**config.mk**
```make
export PLATFORM = sky130hd
export DESIGN_NAME = lbm_velocity_div
export DESIGN_NICKNAME = d
export VERILOG_FILES = /design/src/rtl/lbm_pkg.sv /design/src/rtl/lbm_sdiv_iter.sv /design/src/rtl/lbm_velocity_div.sv
export SDC_FILE = /design/constraint.sdc
export NUM_CORES = 2
export LEC_CHECK = 0
export CAP_MARGIN = 25
export CORE_ASPECT_RATIO = 0.8
export CORE_MARGIN = 5
export CORE_UTILIZATION = 30
export DETAILED_ROUTE_END_ITERATION = 10
export PLACE_DENSITY = 0.55
export SKIP_LAST_GASP = 1
export SLEW_MARGIN = 20
export SYNTH_ARGS = -nofsm -noshare
export SYNTH_HDL_FRONTEND = slang
export SYNTH_SLANG_ARGS = --single-unit
```
**constraint.sdc**
```tcl
create_clock -name clk -period 7.2 [get_ports clk]
set_input_delay 2.16 -clock clk [delete_from_list [all_inputs] [get_ports clk]]
set_output_delay 2.16 -clock clk [all_outputs]
set_load 0.05 [all_outputs]
```
**src/rtl/lbm_pkg.sv**
```systemverilog
// Shared widths, FSM encoding and saturation helper for the LBM macroscopic-velocity stage.
package lbm_pkg;

  localparam int LBM_DATA_WIDTH = 64;
  localparam int LBM_FRAC_BITS  = 32;
  localparam int LBM_MAX_WIDTH  = 128;

  typedef enum logic [1:0] {
    IDLE = 2'd0,
    RUN  = 2'd1,
    FIX  = 2'd2,
    DONE = 2'd3
  } lbm_state_t;

  // Symmetric clamp: +(2^(w-1)-1) for positive results, -(2^(w-1)-1) for negative ones.
  function automatic logic [LBM_MAX_WIDTH-1:0] sat_limit(input logic neg, input int width);
    logic [LBM_MAX_WIDTH-1:0] pos_lim;
    pos_lim = (LBM_MAX_WIDTH'(1) << (width - 1)) - LBM_MAX_WIDTH'(1);
    return neg ? (~pos_lim + LBM_MAX_WIDTH'(1)) : pos_lim;
  endfunction

endpackage

```
**src/rtl/lbm_sdiv_iter.sv**
```systemverilog
// Unsigned restoring divider, one quotient bit per step, MSB first.
module lbm_sdiv_iter #(
  parameter int DATA_WIDTH = 64,
  parameter int N          = 96
) (
  input  logic                  clk,
  input  logic                  reset,
  input  logic                  load,
  input  logic [N-1:0]          dividend,
  input  logic [DATA_WIDTH-1:0] divisor,
  input  logic                  step,
  output logic [DATA_WIDTH-1:0] quotient,
  output logic                  overflow
);

  // Dividend bits shift out of the top while quotient bits shift in at the bottom.
  logic [N-1:0]          dq_reg;
  logic [DATA_WIDTH-1:0] rem_reg;
  logic [DATA_WIDTH-1:0] div_reg;

  logic [DATA_WIDTH:0]   shifted;
  logic [DATA_WIDTH:0]   diff;
  logic                  ge;

  // The divisor is a positive signed value (< 2^(DATA_WIDTH-1)), so the remainder stays
  // below that too and the sign bit of the one-bit-wider difference is a valid compare.
  always_comb begin
    shifted = {rem_reg, dq_reg[N-1]};
    diff    = shifted - {1'b0, div_reg};
    ge      = !diff[DATA_WIDTH];
  end

  always_ff @(posedge clk) begin
    if (reset) begin
      dq_reg  <= '0;
      rem_reg <= '0;
      div_reg <= '0;
    end else if (load) begin
      dq_reg  <= dividend;
      rem_reg <= '0;
      div_reg <= divisor;
    end else if (step) begin
      rem_reg <= ge ? diff[DATA_WIDTH-1:0] : shifted[DATA_WIDTH-1:0];
      dq_reg  <= {dq_reg[N-2:0], ge};
    end
  end

  assign quotient = dq_reg[DATA_WIDTH-1:0];
  assign overflow = |dq_reg[N-1:DATA_WIDTH];

endmodule

```
**src/rtl/lbm_velocity_div.sv**
```systemverilog
// D2Q9 per-node velocity: ux = jx/rho, uy = jy/rho in signed fixed point, valid/ready in and out.
module lbm_velocity_div
  import lbm_pkg::*;
#(
  parameter int DATA_WIDTH = LBM_DATA_WIDTH,
  parameter int FRAC_BITS  = LBM_FRAC_BITS
) (
  input  logic                  clk,
  input  logic                  reset,
  input  logic                  in_valid,
  output logic                  in_ready,
  input  logic [DATA_WIDTH-1:0] rho,
  input  logic [DATA_WIDTH-1:0] jx,
  input  logic [DATA_WIDTH-1:0] jy,
  output logic                  out_valid,
  input  logic                  out_ready,
  output logic [DATA_WIDTH-1:0] ux,
  output logic [DATA_WIDTH-1:0] uy,
  output logic                  div_err
);

  localparam int N     = DATA_WIDTH + FRAC_BITS;
  localparam int CNT_W = $clog2(N);

  lbm_state_t            state_reg, state_next;
  logic [CNT_W-1:0]      cnt_reg, cnt_next;
  logic [1:0]            neg_reg;
  logic                  err_reg;
  logic [DATA_WIDTH-1:0] ux_reg, uy_reg;
  logic                  div_err_reg;

  logic                  accept;
  logic                  rho_bad;
  logic                  div_load;
  logic                  div_step;

  logic [DATA_WIDTH-1:0] j_in    [2];
  logic [DATA_WIDTH-1:0] res     [2];

  assign in_ready  = (state_reg == IDLE) && !reset;
  assign out_valid = (state_reg == DONE);
  assign accept    = in_valid && in_ready;
  assign rho_bad   = rho[DATA_WIDTH-1] || (rho == '0);
  assign div_load  = accept && !rho_bad;
  assign div_step  = (state_reg == RUN);

  assign j_in[0] = jx;
  assign j_in[1] = jy;

  genvar gi;
  generate
    for (gi = 0; gi < 2; gi++) begin : g_axis
      logic [DATA_WIDTH:0]   j_ext;
      logic [DATA_WIDTH:0]   j_mag;
      logic [N-1:0]          dividend;
      logic [DATA_WIDTH-1:0] q;
      logic                  ovf;
      logic                  sat;

      // One extra bit keeps |most negative| representable.
      assign j_ext    = {j_in[gi][DATA_WIDTH-1], j_in[gi]};
      assign j_mag    = j_in[gi][DATA_WIDTH-1] ? -j_ext : j_ext;
      assign dividend = N'(j_mag) << FRAC_BITS;

      lbm_sdiv_iter #(
        .DATA_WIDTH(DATA_WIDTH),
        .N         (N)
      ) u_div (
        .clk     (clk),
        .reset   (reset),
        .load    (div_load),
        .dividend(dividend),
        .divisor (rho),
        .step    (div_step),
        .quotient(q),
        .overflow(ovf)
      );

      // Magnitudes at or above 2^(DATA_WIDTH-1) cannot be represented symmetrically.
      assign sat     = ovf || q[DATA_WIDTH-1];
      assign res[gi] = sat ? DATA_WIDTH'(sat_limit(neg_reg[gi], DATA_WIDTH))
                           : (neg_reg[gi] ? -q : q);
    end
  endgenerate

  always_comb begin
    state_next = state_reg;
    cnt_next   = cnt_reg;
    case (state_reg)
      IDLE: begin
        if (accept) begin
          cnt_next   = '0;
          state_next = rho_bad ? FIX : RUN;
        end
      end
      RUN: begin
        if (cnt_reg == CNT_W'(N - 1)) begin
          state_next = FIX;
        end else begin
          cnt_next = cnt_reg + CNT_W'(1);
        end
      end
      FIX: state_next = DONE;
      DONE: begin
        if (out_ready) begin
          state_next = IDLE;
        end
      end
      default: state_next = IDLE;
    endcase
  end

  always_ff @(posedge clk) begin
    if (reset) begin
      state_reg   <= IDLE;
      cnt_reg     <= '0;
      neg_reg     <= '0;
      err_reg     <= 1'b0;
      ux_reg      <= '0;
      uy_reg      <= '0;
      div_err_reg <= 1'b0;
    end else begin
      state_reg <= state_next;
      cnt_reg   <= cnt_next;
      if (accept) begin
        neg_reg <= {jy[DATA_WIDTH-1], jx[DATA_WIDTH-1]};
        err_reg <= rho_bad;
      end
      if (state_reg == FIX) begin
        ux_reg      <= err_reg ? '0 : res[0];
        uy_reg      <= err_reg ? '0 : res[1];
        div_err_reg <= err_reg;
      end
    end
  end

  assign ux      = ux_reg;
  assign uy      = uy_reg;
  assign div_err = div_err_reg;

endmodule

```
* Word-level counts from Yosys, hierarchy flattened *
Index checks and enable logic that the tools add are counted.

storage, ports and cells
  register bits after elaboration = 525
  output and inout bits = 131
  input bits = 196
  logic and storage cells = 72

operators by class
  eq/ne operators = 8
  muxes and demuxes = 24
  reductions and logical operators = 19
  add/sub/neg operators = 7

operator list
  kind                                                                   count
  64-bit 2-to-1 mux                                                      12
  96-bit 2-to-1 mux                                                      4
  64-bit negation                                                        4
  65-bit by 64-bit subtractor with 65-bit output                         2
  64-bit zero test                                                       1
  32-bit OR reduction                                                    2
  7-bit 2-to-1 mux                                                       2
  7-bit one-hot mux with 2 select lines                                  1
  2-bit 2-to-1 mux                                                       4
  2-bit one-hot mux with 4 select lines                                  1
  7-bit by 1-bit adder with 7-bit output, second input constant          1
  7-bit equality test, second input constant                             1
  3-bit AND reduction                                                    2
  2-bit equality test, second input constant                             2
  1-bit zero test                                                        4
  2-bit by 1-bit != test with 1-bit output, second input constant        2
  2-bit != test, second input constant                                   2
  2-bit nonzero test                                                     2
  1-bit logical AND                                                      3
  1-bit logical OR                                                       3
  2-bit by 1-bit equality test with 1-bit output, second input constant  1
  2-bit zero test                                                        1
  2-bit OR reduction                                                     1

* Longest topological paths before layout *
  word-level depth = 5
  gate-level depth with buffers = 16
  mapped depth without buffers = 14

* Cells and area by module *
A second synthesis with hierarchy kept.

unflattened totals
  cells, all modules = 5328
  area, all modules = 40417.5 µm²

modules (own cells, without submodules)
  module                           sequential area each (µm²)  times used  cells each  area an instance (µm²)
  lbm_sdiv_iter (g_axis[0].u_div)  4484.3                      1           1851        14333.7
  lbm_sdiv_iter (g_axis[1].u_div)  4484.3                      1           1829        14049.7
  lbm_velocity_div                 2822.7                      1           1648        12034.0

* Worst setup path after synthesis *
OpenSTA, ideal clock, no wires.

  kind = input to register
  from = input port jy[4]
  to = register g_axis[1].u_div.dq_reg[93]
  arrival time = 5.342 ns
  slack = 1.773 ns
  stages on the path = 11
  library setup time = 0.086 ns
  path through = or4_4 nor4_4 nand4_1 or4_1 or3_1 or4_4 or3_4 o41ai_2 xnor2_1 nor2_1 a211oi_1

on the way
  cells in the longest elaborated chain, start to end = 3

ends and longest elaborated chain
  element                 line                    source
  start: declaration      lbm_velocity_div.sv:14  input logic [DATA_WIDTH-1:0] jy,
  64-bit negation         lbm_velocity_div.sv:62  assign j_mag = j_in[gi][DATA_WIDTH-1] ? -j_ext : j_ext;
  64-bit 2-to-1 mux       lbm_velocity_div.sv:62
  96-bit 2-to-1 mux       lbm_sdiv_iter.sv:38     end else if (load) begin
  end signal: assignment  lbm_sdiv_iter.sv:39     dq_reg <= dividend;
  end signal: assignment  lbm_sdiv_iter.sv:44     dq_reg <= {dq_reg[N-2:0], ge};
  end: declaration        lbm_sdiv_iter.sv:17     logic [N-1:0] dq_reg;

No other way between the ends.
A chain may end at the register's enable or synchronous reset.

* Worst setup path after layout *
  from = input port jy[10]
  to = register g_axis[1].u_div.dq_reg[93]

Same word-level chain as after synthesis.

==> impl_metrics.csv <==
group,metric,value,unit
synth,synth_edf_count,0,
clock_network,post_cts_buffers,0,
detailed_routing,wirelength,121000,um
sta,finClkSkew,35.0,ps
clock_network,clockBufferDepth,3,
placed_design,hpwl,88500,um
sta,worst_pin_slew,1080,ps
clock_network,numClockSinks,525,
clock_network,ctsResizeCount,0,
floorplan,initial_utilization,30.1,%
synth,yosysWarningCount,0,
critical_path,crit_top_cell,"or4_4",
global_routing,grt_overflow,0,
detailed_routing,first_iter_violations,2562,
synth,synthTopCellsByArea,"dfxtp_1 (30%), mux2i_1 (7.5%), a21oi_1 (6.8%)",
critical_path,crit_chain,"clkdlybuf4s50_1 -> or4_4 -> nor3_2 -> nand4_1 -> or4_1 -> or3_1 -> or4_4 -> or3_4 -> o41ai_2 -> xnor2_1 -> nor2_1 -> a211oi_1",
power,p_total,24.9,mW
finish,drive_above_1_share,4.61,%
synth,synth_cell_type_count,80,
outcome,status,"completed",
detailed_routing,wl_met2,50700,um
synth,syn-cell-area,35000,um2
global_routing,grt_pass1_vias,31100,
clock_network,clkTransAtPathRegs,60,ps
placed_design,port-buffer-count,326,
power,power_density,597,nW/um2
critical_path,worstPathMaxFanout,5,
critical_path,max_stage_delay,580,ps
job,max_cap_violations,0,
critical_path,worstPathArrival,6210,ps
global_routing,grt_max_degree,113,
detailed_routing,wl_met3,7740,um
clock_network,htree_levels,3,
sta,min_period_over_period,78.3,%
synth,synth-main-ff-cell,"dfxtp_1",
clock_network,insertion_delay,660,ps
synth,synthDominantCellAreaShare,30.1,%
sta,finalSetupViolations,0,
floorplan,pin_count,327,
floorplan,core-area,116000,um2
placed_design,finalWeightedCongestion,0.901,
power,ir_worst_vdd,0.981,mV
detailed_routing,wl_per_cell,19.2,um
sta,min_period,5640,ps
detailed_routing,drc,0,
sta,rsz0062_at_grt,"no",
synth,ys_seq_area_share,30.1,%
detailed_routing,met1_length,58600,um
sta,timing.fmax,177,MHz
critical_path,cp_slowest_cell,"or4_4",
critical_path,cp-start-kind,"input port",
critical_path,cp.required,7770,ps
detailed_routing,dr_total_vias,33700,
floorplan,die_w,392,um
global_routing,grt_pass1_wl,184000,um
sta,relSlewSlack,27.6,%
finish,seqCellArea,10500,um2
global_routing,antenna_found_initial,7,
synth,netlist_instances,4596,
clock_network,numCtsBuffers,66,
synth,synth_fp_nets,4932,
clock_network,cts_tree,"yes",
sta,hold_viol_final,0,
detailed_routing,via_per_inst,5.35,
floorplan,die_y,315,um
finish,fill_cells,12100,
floorplan,num_rows,112,
clock_network,cts_hold_buf,0,
critical_path,cp-end-kind,"flop",
synth,synth_common_cells,"dfxtp_1 (525), nor2_1 (501), a21oi_1 (473)",
finish,multi_input_area,22800,um2
min_path,hp-class,"reg2reg",
detailed_routing,drt-pass1-iter-count,5,
global_routing,grt_usage,18.7,%
synth,ys_ff_latch,525,
clock_network,root_buffer,"clkbuf_16",
detailed_routing,dr.max_layer_used,"met5",
critical_path,critPathKind,"in2reg",
sta,hold_ws,435,ps
sta,finalMaxSlewViolations,0,
synth,synth-async-reset-ratio,0,%
synth,avgSynthCellArea,7.61,um2
sta,worst_slack,1560,ps
detailed_routing,postRouteAntennaNets,0,
finish,final_nets,5038,
finish,largest_reg_flops,192,
floorplan,die_area,123000,um2
synth,yosys.area.top_type,"dfxtp_1",
finish,areaGrowthSynthToFinish,19.2,%
synth,synth_most_common_cell,"dfxtp_1",
placed_design,dpl_worst_slack,897,ps
sta,finalSetupTns,0,ps
power,p_leak,15.7,nW
[where the power goes]
| part | switching (mW) | internal, mW |
|---|---|---|
| Combinational | 10.5 | 6.77 |
| Clock | 1.42 | 2.07 |
| Sequential | 0.583 | 3.59 |
[area by class of cell]
type / count / share of cell area, %
inverter: 130 / 1.18
multi-input combinational: 3606 / 54.7
sequential: 525 / 25.2
clock inverter: 27 / 0.826
timing repair buffer: 373 / 8.90
antenna: 5 / 0.0300
tap: 1539 / 4.62
clock buffer: 90 / 4.54
[cell usage in the layout, fill, tap and decap left out, drive strengths merged, types with 37 or more instances in the layout]
cell	count
dfxtp	525
nor2	501
a21oi	473
nand2	460
o21ai	328
clkdlybuf4s50	323
mux2i	263
xnor2	207
a211oi	153
ha	138
inv	135
clkbuf	90
a21o	84
xor2	71
nor3	69
o31ai	68
nor4	64
o22ai	59
nand3	57
nand4	54
or3	50
buf	50
a22oi	48
nor3b	42
a31oi	40
nor2b	37
[stage by stage]
stage               cell area, um2  utilization (%)  std cells
floorplan                    35000                -       4596
global placement             39400             33.9       6171
detailed placement           39400             33.9       6173
CTS                          41700             35.9       6290
global route                 41700             35.9       6295
finish                       41700             35.9       6295
[cell families (layout without fill, tap and decap cells)]
| group | Yosys count | count (layout) | share of synthesized area, % |
|---|---|---|---|
| flip-flops | 525 | 525 | 30.1 |
| XOR/XNOR | 278 | 278 | 6.97 |
| buffers and inverters | 465 | 620 | 5.03 |
| other | 0 | 5 | 0 |
| AND/OR/NAND/NOR | 1477 | 1477 | 19.8 |
| adder cells (fa/ha/maj) | 140 | 140 | 5.05 |
| multiplexers | 266 | 266 | 7.63 |
| AO/OA/AOI/OAI | 1445 | 1445 | 25.4 |
[path summary, 6_finish.rpt]
kind / from / end / slack, ps / depth (start not counted)
max: jy[10] / g_axis[1].u_div.dq_reg[93]$_SDFFE_PP0P_ / 1560 / 12
min: ux[57]$_SDFFE_PP0P_ / ux[57]$_SDFFE_PP0P_ / 440 / 2
max reg2reg: g_axis[0].u_div.div_reg[27]$_SDFFE_PP0P_ / g_axis[1].u_div.rem_reg[59]$_SDFFE_PP0P_ / 2350 / 13
min reg2reg: ux[57]$_SDFFE_PP0P_ / ux[57]$_SDFFE_PP0P_ / 440 / 2
[critical path: cells and delay by family]
family	cells	cell delay (ps)
compound gates	2	450
xor+xnor	1	160
buf+inv	1	500
simple gates	8	2950
[metal layers]
layer  vias up  global-route usage (%)
met5         -                       0
met4         4                    5.96
met3       155                    4.22
met2       843                    27.9
met1     15900                    26.7
li1      16800                       -
(Power assumes the default switching activity.)
